==> config.mk <==
export PLATFORM = sky130hd
export DESIGN_NAME = rob_fill_arb_flat
export DESIGN_NICKNAME = d
export VERILOG_FILES = /design/src/rtl/rob_fill_arb_pkg.sv /design/src/rtl/rob_fill_arb_if.sv /design/src/rtl/rob_fill_arb_rr_pick.sv /design/src/rtl/rob_fill_arb.sv /design/src/flat_wrapper.sv
export SDC_FILE = /design/constraint.sdc
export NUM_CORES = 1
export LEC_CHECK = 0
export CORE_MARGIN = 3
export CORE_UTILIZATION = 51
export CTS_BUF_LIST = sky130_fd_sc_hd__clkbuf_16
export DETAILED_ROUTE_END_ITERATION = 7
export PLACE_DENSITY = 0.83
export SLEW_MARGIN = 10
export SYNTH_ARGS = -nofsm -noshare
export SYNTH_HDL_FRONTEND = slang
export SYNTH_SLANG_ARGS = --single-unit
==> constraint.sdc <==
create_clock -name clk -period 8.9 [get_ports clk]
set_clock_uncertainty 0.2 [all_clocks]
set_input_delay 2.225 -clock clk [delete_from_list [all_inputs] [get_ports clk]]
set_output_delay 2.225 -clock clk [all_outputs]
set_load 0.01 [all_outputs]
==> src/rtl/rob_fill_arb_pkg.sv <==
// Shared core variables for the ROB fill path: default widths, the fill packet
// and a wrap-around index helper used by the arbiter and its priority encoder.
package rob_fill_arb_pkg;

    localparam int DEF_TAG_W  = 6;
    localparam int DEF_DATA_W = 32;

    typedef struct packed {
        logic [DEF_TAG_W-1:0]  tag;
        logic [DEF_DATA_W-1:0] data;
    } fill_pkt_t;

    // Next requester index in round-robin order, wrapping n-1 -> 0.
    function automatic int next_ptr(input int idx, input int n);
        return (idx + 1 >= n) ? 0 : idx + 1;
    endfunction

endpackage

==> src/rtl/rob_fill_arb_if.sv <==
// Requester-side and ROB-fill-side signal bundle of rob_fill_arb.
// master is the arbiter's view; slave is the view of the execution units and ROB.
interface rob_fill_arb_if
    import rob_fill_arb_pkg::*;
#(
    parameter int NUM_REQ = 4,
    parameter int TAG_W   = DEF_TAG_W,
    parameter int DATA_W  = DEF_DATA_W
);
    localparam int PTR_W = $clog2(NUM_REQ);

    logic [NUM_REQ-1:0]        req_valid;
    logic [NUM_REQ-1:0]        req_ready;
    logic [NUM_REQ*TAG_W-1:0]  req_tag;
    logic [NUM_REQ*DATA_W-1:0] req_data;

    logic                      fill_valid;
    logic                      fill_ready;
    logic [TAG_W-1:0]          fill_tag;
    logic [DATA_W-1:0]         fill_data;
    logic [PTR_W-1:0]          fill_src;

    modport master (
        input  req_valid, req_tag, req_data, fill_ready,
        output req_ready, fill_valid, fill_tag, fill_data, fill_src
    );

    modport slave (
        output req_valid, req_tag, req_data, fill_ready,
        input  req_ready, fill_valid, fill_tag, fill_data, fill_src
    );

endinterface

==> src/rtl/rob_fill_arb_rr_pick.sv <==
// Rotating-priority encoder: returns the first set bit of req_i found by
// searching from ptr_i upward, wrapping at NUM_REQ. Purely combinational.
module rob_fill_arb_rr_pick
    import rob_fill_arb_pkg::*;
#(
    parameter  int NUM_REQ = 4,
    localparam int PTR_W   = $clog2(NUM_REQ)
) (
    input  logic [NUM_REQ-1:0] req_i,
    input  logic [PTR_W-1:0]   ptr_i,
    output logic               any_o,
    output logic [PTR_W-1:0]   idx_o
);

    logic             found;
    logic [PTR_W-1:0] j;

    always_comb begin
        // NOTE: every variable written here gets a default first, so no path can infer a latch.
        any_o = |req_i;
        idx_o = '0;
        found = 1'b0;
        j     = ptr_i;
        for (int k = 0; k < NUM_REQ; k++) begin
            if (!found && req_i[j]) begin
                idx_o = j;
                found = 1'b1;
            end
            j = PTR_W'(next_ptr(int'(j), NUM_REQ));
        end
    end

endmodule

==> src/rtl/rob_fill_arb.sv <==
// Round-robin arbiter sharing the single ROB fill port among NUM_REQ execution units.
// Each unit owns one holding slot; a stalled grant stays locked until the ROB accepts it.
module rob_fill_arb
    import rob_fill_arb_pkg::*;
#(
    parameter int NUM_REQ = 4,
    parameter int TAG_W   = DEF_TAG_W,
    parameter int DATA_W  = DEF_DATA_W
) (
    input  logic           clk,
    input  logic           rst,
    input  logic           flush,
    rob_fill_arb_if.master bus
);

    localparam int PTR_W = $clog2(NUM_REQ);

    logic [NUM_REQ-1:0] hold_v_q, hold_v_d;
    logic [TAG_W-1:0]   hold_tag_q  [NUM_REQ];
    logic [DATA_W-1:0]  hold_data_q [NUM_REQ];

    logic               lock_v_q, lock_v_d;
    logic [PTR_W-1:0]   lock_idx_q, lock_idx_d;
    logic [PTR_W-1:0]   ptr_q, ptr_d;

    logic               pick_any;
    logic [PTR_W-1:0]   pick_idx;
    logic [PTR_W-1:0]   grant;
    logic               fire;
    logic               stall;
    logic [NUM_REQ-1:0] drain;
    logic [NUM_REQ-1:0] ready;
    logic [NUM_REQ-1:0] load;

    rob_fill_arb_rr_pick #(
        .NUM_REQ (NUM_REQ)
    ) u_pick (
        .req_i (hold_v_q),
        .ptr_i (ptr_q),
        .any_o (pick_any),
        .idx_o (pick_idx)
    );

    // A presented-but-unaccepted result keeps the port until the ROB takes it.
    assign grant = lock_v_q ? lock_idx_q : pick_idx;
    assign fire  = pick_any &&  bus.fill_ready;
    assign stall = pick_any && !bus.fill_ready;

    always_comb begin
        drain = '0;
        ready = '0;
        load  = '0;
        for (int i = 0; i < NUM_REQ; i++) begin
            drain[i] = fire && (grant == PTR_W'(i));
            ready[i] = !rst && !flush && (!hold_v_q[i] || drain[i]);
            load[i]  = bus.req_valid[i] && ready[i];
        end
    end

    assign bus.req_ready = ready;

    always_comb begin
        hold_v_d   = (hold_v_q & ~drain) | load;
        lock_v_d   = stall;
        lock_idx_d = stall ? grant : lock_idx_q;
        ptr_d      = fire ? PTR_W'(next_ptr(int'(grant), NUM_REQ)) : ptr_q;
        if (flush) begin
            hold_v_d   = '0;
            lock_v_d   = 1'b0;
            lock_idx_d = '0;
            ptr_d      = '0;
        end
    end

    always_ff @(posedge clk) begin
        // NOTE: state registers use non-blocking assignments so every flop samples pre-edge values.
        if (rst) begin
            hold_v_q   <= '0;
            lock_v_q   <= 1'b0;
            lock_idx_q <= '0;
            ptr_q      <= '0;
        end else begin
            hold_v_q   <= hold_v_d;
            lock_v_q   <= lock_v_d;
            lock_idx_q <= lock_idx_d;
            ptr_q      <= ptr_d;
        end
    end

    always_ff @(posedge clk) begin
        // NOTE: payload storage is not reset; hold_v_q alone says whether a slot holds a result.
        for (int i = 0; i < NUM_REQ; i++) begin
            if (load[i]) begin
                hold_tag_q[i]  <= bus.req_tag[i*TAG_W +: TAG_W];
                hold_data_q[i] <= bus.req_data[i*DATA_W +: DATA_W];
            end
        end
    end

    assign bus.fill_valid = pick_any;
    assign bus.fill_src   = pick_any ? grant : '0;
    assign bus.fill_tag   = pick_any ? hold_tag_q[grant]  : '0;
    assign bus.fill_data  = pick_any ? hold_data_q[grant] : '0;

endmodule

==> src/flat_wrapper.sv <==
// flat-port wrapper written by rule: the top's interface ports become plain ports
module rob_fill_arb_flat import rob_fill_arb_pkg::*;
#(
    parameter int NUM_REQ = 4,
    parameter int TAG_W   = DEF_TAG_W,
    parameter int DATA_W  = DEF_DATA_W
)
  (clk, rst, flush, bus_req_valid, bus_req_tag, bus_req_data, bus_fill_ready, bus_req_ready, bus_fill_valid, bus_fill_tag, bus_fill_data, bus_fill_src);
  rob_fill_arb_if #(.NUM_REQ(NUM_REQ), .TAG_W(TAG_W), .DATA_W(DATA_W)) bus_i ();
  input  logic clk;
  input  logic rst;
  input  logic flush;
  input wire logic [$bits(bus_i.req_valid)-1:0] bus_req_valid;
  input wire logic [$bits(bus_i.req_tag)-1:0] bus_req_tag;
  input wire logic [$bits(bus_i.req_data)-1:0] bus_req_data;
  input wire logic [$bits(bus_i.fill_ready)-1:0] bus_fill_ready;
  output wire logic [$bits(bus_i.req_ready)-1:0] bus_req_ready;
  output wire logic [$bits(bus_i.fill_valid)-1:0] bus_fill_valid;
  output wire logic [$bits(bus_i.fill_tag)-1:0] bus_fill_tag;
  output wire logic [$bits(bus_i.fill_data)-1:0] bus_fill_data;
  output wire logic [$bits(bus_i.fill_src)-1:0] bus_fill_src;
  assign bus_i.req_valid = bus_req_valid;
  assign bus_i.req_tag = bus_req_tag;
  assign bus_i.req_data = bus_req_data;
  assign bus_i.fill_ready = bus_fill_ready;
  assign bus_req_ready = bus_i.req_ready;
  assign bus_fill_valid = bus_i.fill_valid;
  assign bus_fill_tag = bus_i.fill_tag;
  assign bus_fill_data = bus_i.fill_data;
  assign bus_fill_src = bus_i.fill_src;
  rob_fill_arb #(.NUM_REQ(NUM_REQ), .TAG_W(TAG_W), .DATA_W(DATA_W)) u_core (.clk(clk), .rst(rst), .flush(flush), .bus(bus_i));
endmodule
== Word level (Yosys, flattened, before mapping) ==
Memory sizes are Yosys's and may differ from the RTL's.
Cells that the tools add are included.

* Register bits: 9
* Latch bits: 0
* Memory bits (writable): 152
* Memory bits (read-only): 0
* Input bits: 160
* Output and inout port bits: 45
* Word-level logic and storage cells: 90
* Memories kept: 2

{| class="wikitable"
|+ Memories
! memory !! words !! bits a word !! read ports !! clocked after Yosys merged registers in !! write ports !! RTL line !! RTL
|-
| u_core.hold_data_q || 4 || 32 || 1 || 0 || 4 || rob_fill_arb.sv:20 || <nowiki>logic [DATA_W-1:0] hold_data_q [NUM_REQ];</nowiki>
|-
| u_core.hold_tag_q || 4 || 6 || 1 || 0 || 4 || rob_fill_arb.sv:19 || <nowiki>logic [TAG_W-1:0] hold_tag_q [NUM_REQ];</nowiki>
|}

* Add/subtract/negate cells: 4
* Multiply operators: 0
* Div/mod/pow operators: 0
* Order comparisons: 8
* Equality and inequality tests: 3
* Shift operators: 0
* Multiplexer cells: 31
* Bitwise gates (word level): 3
* Reductions and logical operators: 35

{| class="wikitable"
|+ Operator list
! cell !! number
|-
| 32-bit two-way mux || 1
|-
| 2-bit two-way mux || 10
|-
| 1-bit logical AND || 18
|-
| 1-bit two-way mux || 15
|-
| 2-bit by 1-bit adder with 3-bit output, second input constant || 4
|-
| 3-bit >= comparator, second input constant || 4
|-
| 2-bit by 3-bit < comparator with 1-bit output, second input constant || 4
|-
| 1-bit logical NOT || 10
|-
| 1-bit binary-select mux with 2-bit select || 4
|-
| 6-bit two-way mux || 1
|-
| 4-bit AND || 1
|-
| 2-bit == test, second input constant || 2
|-
| 1-bit logical OR || 4
|-
| 4-bit NOT || 1
|-
| 4-bit OR || 1
|-
| 4-bit OR reduction || 1
|-
| 2-bit by 1-bit == test with 1-bit output, second input constant || 1
|-
| 2-bit logical NOT || 1
|-
| 2-bit OR reduction || 1
|}

== Longest topological paths before layout ==
Gate-level depths: netlist of the first run.

* Depth after elaboration: 21
* Depth in mapped cells: 15
* Mapped depth without buffers: 11

== Hierarchy ==
Synthesis of the first run repeated with hierarchy kept, for this count alone.

* Cell total of the unflattened synthesis: 509
* Area, all modules: 7,024.2 sq um

{| class="wikitable"
|+ By module, submodules not included
! module !! instances !! cells an instance !! area an instance (sq um) !! sequential area each (sq um)
|-
| rob_fill_arb || 1 || 467 || 6,686.4 || 4,744.6
|-
| rob_fill_arb_rr_pick || 1 || 42 || 337.8 || 0.0
|}

== Least setup slack after synthesis of the first run ==
OpenSTA, ideal clock, no wires.

* Path kind: input-to-output
* From: input port flush
* To: output port bus_req_ready[0]
* Data arrival time: 2.946 ns
* Data required time: 6.475 ns
* Setup slack: 3.529 ns
* Stages: 3
* Buffers on the path: 1
* Cells stage by stage: or2_2 > clkbuf_1 > nor2_1

* Longest elaborated chain between the ends: 3

{| class="wikitable"
|+ RTL lines
! what !! RTL line !! RTL
|-
| start, declared || flat_wrapper.sv:12 || <nowiki>input logic flush;</nowiki>
|-
| 1-bit logical NOT || rob_fill_arb.sv:55 || <nowiki>ready[i] = !rst && !flush && (!hold_v_q[i] || drain[i]);</nowiki>
|-
| 1-bit logical AND (2 in a row) || rob_fill_arb.sv:55 ||
|-
| end, declared || flat_wrapper.sv:17 || <nowiki>output wire logic [$bits(bus_i.req_ready)-1:0] bus_req_ready;</nowiki>
|}

Every way passes these cells.

== Worst setup path after layout of the first run ==
* From: register u_core.ptr_q[0]
* To: output port bus_fill_data[7]

* Longest elaborated chain between the ends: 16
* Elaborated cells between the ends (all ways): 33
* Classes of those cells: add/sub (3); order compare (3); mux (20); reduce/logical (6); memory (1)

{| class="wikitable"
|+ RTL lines
! what !! RTL line !! RTL
|-
| start, declared || rob_fill_arb.sv:24 || <nowiki>logic [PTR_W-1:0] ptr_q, ptr_d;</nowiki>
|-
| start signal, assigned || rob_fill_arb.sv:86 || <nowiki>ptr_q <= ptr_d;</nowiki>
|-
| 2-bit by 1-bit adder with 3-bit output || rob_fill_arb_pkg.sv:15 || <nowiki>return (idx + 1 >= n) ? 0 : idx + 1;</nowiki>
|-
| 3-bit >= comparator || rob_fill_arb_pkg.sv:15 ||
|-
| 2-bit two-way mux || rob_fill_arb_pkg.sv:15 ||
|-
| 2-bit by 1-bit adder with 3-bit output or 1-bit binary-select mux with 2-bit select (tied branches) || rob_fill_arb_pkg.sv:15, rob_fill_arb_rr_pick.sv:25 ||
|-
| 3-bit >= comparator or 1-bit two-way mux (tied branches) || rob_fill_arb_pkg.sv:15, rob_fill_arb_rr_pick.sv:25 ||
|-
| 2-bit two-way mux or 1-bit logical AND (tied branches) || rob_fill_arb_pkg.sv:15, rob_fill_arb_rr_pick.sv:25 ||
|-
| 2-bit by 1-bit adder with 3-bit output, or another cell as far along || rob_fill_arb_pkg.sv:15 ||
|-
| 3-bit >= comparator, or another cell as far along || rob_fill_arb_pkg.sv:15 ||
|-
| 2-bit two-way mux or 1-bit logical AND (tied branches) || rob_fill_arb_pkg.sv:15, rob_fill_arb_rr_pick.sv:25 ||
|-
| 1-bit binary-select mux with 2-bit select or 1-bit two-way mux (tied branches) || rob_fill_arb_rr_pick.sv:25 || <nowiki>if (!found && req_i[j]) begin</nowiki>
|-
| 1-bit two-way mux (implied by the code) or 1-bit logical NOT (tied branches) || rob_fill_arb_rr_pick.sv:25 ||
|-
| 1-bit logical AND || rob_fill_arb_rr_pick.sv:25 ||
|-
| 2-bit two-way mux * || rob_fill_arb_rr_pick.sv:25 ||
|-
| 2-bit two-way mux * || rob_fill_arb.sv:45 || <nowiki>assign grant = lock_v_q ? lock_idx_q : pick_idx;</nowiki>
|-
| memory read 4 x 32 bit * || - ||
|-
| 32-bit two-way mux * || rob_fill_arb.sv:103 || <nowiki>assign bus.fill_data = pick_any ? hold_data_q[grant] : '0;</nowiki>
|-
| end, declared || flat_wrapper.sv:20 || <nowiki>output wire logic [$bits(bus_i.fill_data)-1:0] bus_fill_data;</nowiki>
|}

Mark *: on every way between the ends. The rest lies on a longest branch, timed or not. The select of a mux whose other input is x is not followed.

==> run metrics, run 1 <==
Avg Vias per Cell=5.45; hold buffers post-CTS=0; hold crit path type=flip-flop to flip-flop; 1st-iter DRT viols=264; RSZ-0062 raised after global routing=no; Ys Warns=0; vias in the first global route=4747; FF-to-FF setup slack=4070 ps; post-DP HPWL=11700 microns; WL/cell=21.4 microns; P_int=0.00143 W; Seq/Total Area, Yosys=0.698; Reg-to-Reg Start=u_core.ptr_q[0]; Post-Place Worst Slack=2130 ps; die height=121 microns; Yosys top cell area share=0.671; Max IR drop VDD=0.000124 V; top cells by area, synth=edfxtp_1 (67%), mux2i_1 (11%), o22ai_1 (2.7%), dfxtp_1 (2.7%), o22ai_2 (1.8%); CTS tree=built; antenna-violating nets left=0; Starting Density=0.530; Final Hold Slack=293 ps; Critical Path Fanout Max=33; commonest register cell after synthesis=edfxtp_1; status=finished clean; Area after DPL=8800 sq um; combinational fraction of design power=0.165; first-pass GRT wire length=25600 microns; Core ar.=12800 sq um; post-synth top area cell=edfxtp_1; post-CTS sizing=0; Root Buffer=clkbuf_16; CTS Buffer Depth=2; power density cells=198 nW/um^2; CP endpoint=bus_fill_data[7]; Leak Pwr=3.49 nW; worst-skew pair later-pin latency=420 ps; routability cong.=0.974; Setup Total Neg Slack=0 ps; largest net degree at the start of global routing=40; worst slew pin tran=1130 ps; Mapped Area=6800 sq um; Residual DRC=0; number of I/O port buffers=204; GRT Residual Overflow=0; sw power=0.000421 W; # setup viols final=0; cell count after synthesis=412; Die W=121 microns; Final #Nets=775; Overall Global Routing Usage=0.233; Sink Count=161; EDFF count, synth=152; Mapped Avg Cell Area=16.5 sq um; Slew HR=0.247; die footprint=14800 sq um; sw frac=0.228; WS Path Type=flip-flop to primary output; setup bufs post-CTS=0; R2R depth=10; Achievable Freq=137 MHz; Slew Viols, Final=0; post-layout minimum cycle time=7290 ps; share of power burned in registers=0.468; Placement Rows=41; synth unique cells=55; P&R area growth vs syn=37.5%; clock-pin slew on the worst setup and hold paths=60 ps; Clk pwr share=0.367; post-synth net total=577; type of origin of the critical path=flip-flop; reg-to-reg critical path endpoint=u_core.hold_data_q[0][28]; Seq cells post-synth=161; Worst EP arrival=4870 ps; ANT cells=0; vias post-DR=4336; ratio of final minimum period to clock period=0.819; ys async rst share=0; drt first pass iters=4; Final WS setup=1610 ps; Final Hold Fails=0; share of cells above drive strength 1=0.0883; Ports=205; Tot Pwr=0.00185 W; critical path required time=6480 ps; CTS buffer count=17; Post-Layout Inst Area=9350 sq um; antenna violations before repair=0; Max H-tree Level=4; max-cap violations=0; Critical Path Source=u_core.ptr_q[0]; crit path capture type=primary output; Routed WL=17100 microns
==> Yosys cell counts (3+ instances only) <==
| cell | instances |
|---|---|
| a21oi_1 | 6 |
| and2_1 | 5 |
| buf_12 | 5 |
| buf_2 | 4 |
| buf_6 | 7 |
| buf_8 | 3 |
| clkbuf_1 | 6 |
| dfxtp_1 | 9 |
| edfxtp_1 | 152 |
| ha_1 | 5 |
| inv_1 | 8 |
| mux2i_1 | 77 |
| nand2_1 | 12 |
| nand3_1 | 5 |
| nor2_1 | 21 |
| nor3_1 | 4 |
| o21ai_0 | 4 |
| o22ai_1 | 29 |
| o22ai_2 | 10 |
==> how the worst min path moves through the flow <==
stage	start	endpoint	cells after the start
after global routing	u_core.lock_idx_q[1]	u_core.lock_idx_q[1]	2
final	u_core.lock_idx_q[1]	u_core.lock_idx_q[1]	2
after CTS	u_core.lock_idx_q[1]	u_core.lock_idx_q[1]	2
after floorplan	u_core.lock_idx_q[1]	u_core.lock_idx_q[1]	2
after global placement	u_core.lock_idx_q[1]	u_core.lock_idx_q[1]	2
after detailed placement	u_core.lock_idx_q[1]	u_core.lock_idx_q[1]	2
==> metal layers <==
| metal | wire length, microns | GRT usage | part of all wire |
|---|---|---|---|
| met1 | 6460 | 0.264 | 0.38 |
| met2 | 8820 | 0.404 | 0.52 |
| met3 | 1310 | 0.0713 | 0.077 |
| met4 | 457 | 0.105 | 0.027 |
| met5 | 0 | 0 | 0 |
==> flip-flops by register name, summed over array words and instances (netlist names) <==
signal	cells
u_core.lock_idx_q	2
u_core.hold_tag_q	24
u_core.ptr_q	2
u_core.lock_v_q	1
u_core.hold_v_q	4
u_core.hold_data_q	128
==> area by class of cell <==
type                       instances  area, sq um
timing repair buffer             206         2060
fill                             836         3480
tap                              172          215
inverter                           8         30.0
clock buffer                      17          425
clock inverter                    15          125
multi-input combinational        216         1750
sequential                       161         4740
==> cell usage in the layout, fill, tap and decap left out, types with 9 or more instances in the layout <==
| cell | synthesis | routed |
|---|---|---|
| nor2_1 | 21 | 21 |
| dfxtp_1 | 9 | 9 |
| clkdlybuf4s50_1 | 0 | 204 |
| nand2_1 | 12 | 12 |
| mux2i_1 | 77 | 77 |
| o22ai_1 | 29 | 29 |
| edfxtp_1 | 152 | 152 |
| o22ai_2 | 10 | 10 |
| inv_1 | 8 | 9 |
| clkbuf_16 | 0 | 17 |
==> logic make-up after synthesis <==
family,share of synthesized area
flip-flops,0.698
AND/OR/NAND/NOR,0.0440
buffers and inverters,0.0458
AO/OA/AOI/OAI,0.0812
adder cells (fa/ha/maj),0.00920
XOR/XNOR,0.00258
multiplexers,0.119
==> metrics by stage <==
| stage | instances | utilization |
|---|---|---|
| global route | 795 | 0.729 |
| CTS | 795 | 0.729 |
| detailed placement | 763 | 0.686 |
| global placement | 763 | 0.686 |
| finish | 795 | 0.729 |
| floorplan | 412 | - |
==> power by group through the flow <==
stage | Combinational, W | Clock [W] | Sequential, W
finish | 0.000305 | 0.000678 | 0.000865
global route | 0.000325 | 0.000713 | 0.000867
CTS | 0.000308 | 0.000690 | 0.000865
detailed placement | 0.000305 | 0 | 0.000881
global placement | 0.000300 | 0 | 0.000879
floorplan | 0.000167 | 0 | 0.000876
==> worst max-delay path: stages, from the launching register on <==
cell             delay (ps)
dfxtp_1                 700
ha_1                    520
or3b_1                  430
and3_4                  190
nor3_1                  280
a211oi_2                150
a22oi_4                 540
buf_4                   590
mux2i_1                 150
o22ai_1                 260
clkdlybuf4s50_1         610
No activity file was read; power rests on OpenSTA's default activity.
==> run 2: changes to the inputs <==
Settings changed: CORE_UTILIZATION 51 to 43, PLACE_DENSITY 0.83 to 0.74.
Clock period 8.9 ns to 6.6 ns, I/O delays scaled along.
==> run 2 against run 1 <==
Net effect: register-to-register slack worse by 2200 ps; utilization decreased by 11 points; worst hold slack gained 26 ps; total power is 39% higher; critical path depth did not move; clock-buffer cell count stayed put; clock power up 46%; cell area rose by 1.6%; sequential cell count stayed put; die area is 18% higher; final cell count increased by 5.3%; largest cell class unchanged.
==> run metrics, run 2 (synthesized netlist as in run 1, its figures left out) <==
Final Hold Fails=0; CTS Buffer Depth=2; Sink Count=161; max-cap violations=0; worst slew pin tran=1110 ps; CP endpoint=bus_fill_data[16]; most frequent cells in the layout=clkdlybuf4s50_1 (204), edfxtp_1 (152), mux2i_1 (77), o22ai_1 (29), nor2_1 (21); die height=132 microns; share of cells above drive strength 1=0.0974; Max IR drop VDD=0.000207 V; die footprint=17400 sq um; Critical Path Source=u_core.ptr_q[0]; crit path capture type=primary output; Tot Pwr=0.00258 W; Final #Nets=778; Critical Path Fanout Max=33; FF-to-FF setup slack=1840 ps; Leak Pwr=3.53 nW; reg-to-reg critical path endpoint=u_core.hold_data_q[2][21]; R2R depth=11; drt first pass iters=6; WS Path Type=flip-flop to primary output; Root Buffer=clkbuf_16; Ports=205; critical path required time=4750 ps; Min-Delay Path Depth=2; vias in the first global route=4755; post-layout minimum cycle time=6250 ps; CTS tree=built; GRT Residual Overflow=0; Setup Total Neg Slack=0 ps; Layout Cells excl Fill=837; antenna violations before repair=0; largest net degree at the start of global routing=46; # setup viols final=0; ANT cells=0; post-DP HPWL=11000 microns; Overall Global Routing Usage=0.193; setup bufs post-CTS=0; Reg-to-Reg Start=u_core.ptr_q[0]; 1st-iter DRT viols=368; max reg flops=128; commonest non-fill, non-tap cell in the layout=clkdlybuf4s50_1; Routed WL=16200 microns; Slew Viols, Final=0; post-CTS sizing=0; Top Registers=u_core.hold_data_q (128), u_core.hold_tag_q (24), u_core.hold_v_q (4); type of origin of the critical path=flip-flop; placed cells=805; Final Hold Slack=318 ps; clock-pin slew on the worst setup and hold paths=60 ps; Starting Density=0.444; Placement Rows=45; Biggest register=u_core.hold_data_q; Post-Place Worst Slack=827 ps; ratio of final minimum period to clock period=0.947; WL/cell=19.4 microns; number of I/O port buffers=204; hold buffers post-CTS=0; routability cong.=0.760; P&R area growth vs syn=39.7%; Achievable Freq=160 MHz; Die W=132 microns; Avg Vias per Cell=5.12; Final WS setup=353 ps; Worst EP arrival=4400 ps; vias post-DR=4289; power density cells=271 nW/um^2; Slew HR=0.257; first-pass GRT wire length=25400 microns; Residual DRC=0; hold path startpoint=u_core.lock_idx_q[1]; antenna-violating nets left=0; CTS buffer count=17; RSZ-0062 raised after global routing=no; status=finished clean; worst-skew pair later-pin latency=410 ps; Core ar.=15300 sq um; hold crit path type=flip-flop to flip-flop; Max H-tree Level=4
[run 2: worst min path at each step]
stage | end | slack, ps
5_1_grt | u_core.lock_idx_q[1] | 340
4_1_cts | u_core.lock_idx_q[1] | 310
3_5_place_dp | u_core.lock_idx_q[1] | 280
6_report | u_core.lock_idx_q[1] | 320
3_3_place_gp | u_core.lock_idx_q[1] | 280
2_1_floorplan | u_core.lock_idx_q[1] | 250
[run 2: area by class of cell]
cell class,count,area (sq um)
clock buffers,17,425
clock inverters,15,180
fillers,1187,5820
inverters,8,30.0
multi-input cells,216,1750
flip-flops and latches,161,4740
well taps,211,264
repair buffers,209,2100
[run 2: worst max-delay path, cell delays in order, from the launching register on]
cell and delay [ps]:
dfxtp_1 710, ha_1 520, or3b_1 430, and3_4 190, nor3_1 220, a211oi_2 120
a22oi_4 240, buf_4 520, mux2i_1 150, o22ai_1 260, clkdlybuf4s50_1 600
[run 2: stage by stage]
stage	instance area [sq um]	util
3_5_place_dp	8890	0.581
5_1_grt	9500	0.620
4_1_cts	9500	0.620
6_report	9500	0.620
2_1_floorplan	6800	-
3_3_place_gp	8890	0.581
[run 2: per-layer routing]
layer	vias to the layer above	part of all wire	GRT usage
met5	-	0	0
met1	2067	0.38	0.222
li1	2012	-	-
met4	0	0.016	0.0607
met2	185	0.54	0.344
met3	25	0.065	0.0603
[run 2: power breakdown]
| part | internal (W) | switching (W) |
|---|---|---|
| sequential | 0.00115 | 0.0000126 |
| combinational | 0.000233 | 0.000185 |
| clock | 0.000600 | 0.000394 |
==> run 3: changes to the inputs <==
Settings changed: TNS_END_PERCENT from default to 50.
==> results of run 3 <==
No change in the layout: final DEF, timing and power equal those of run 2.
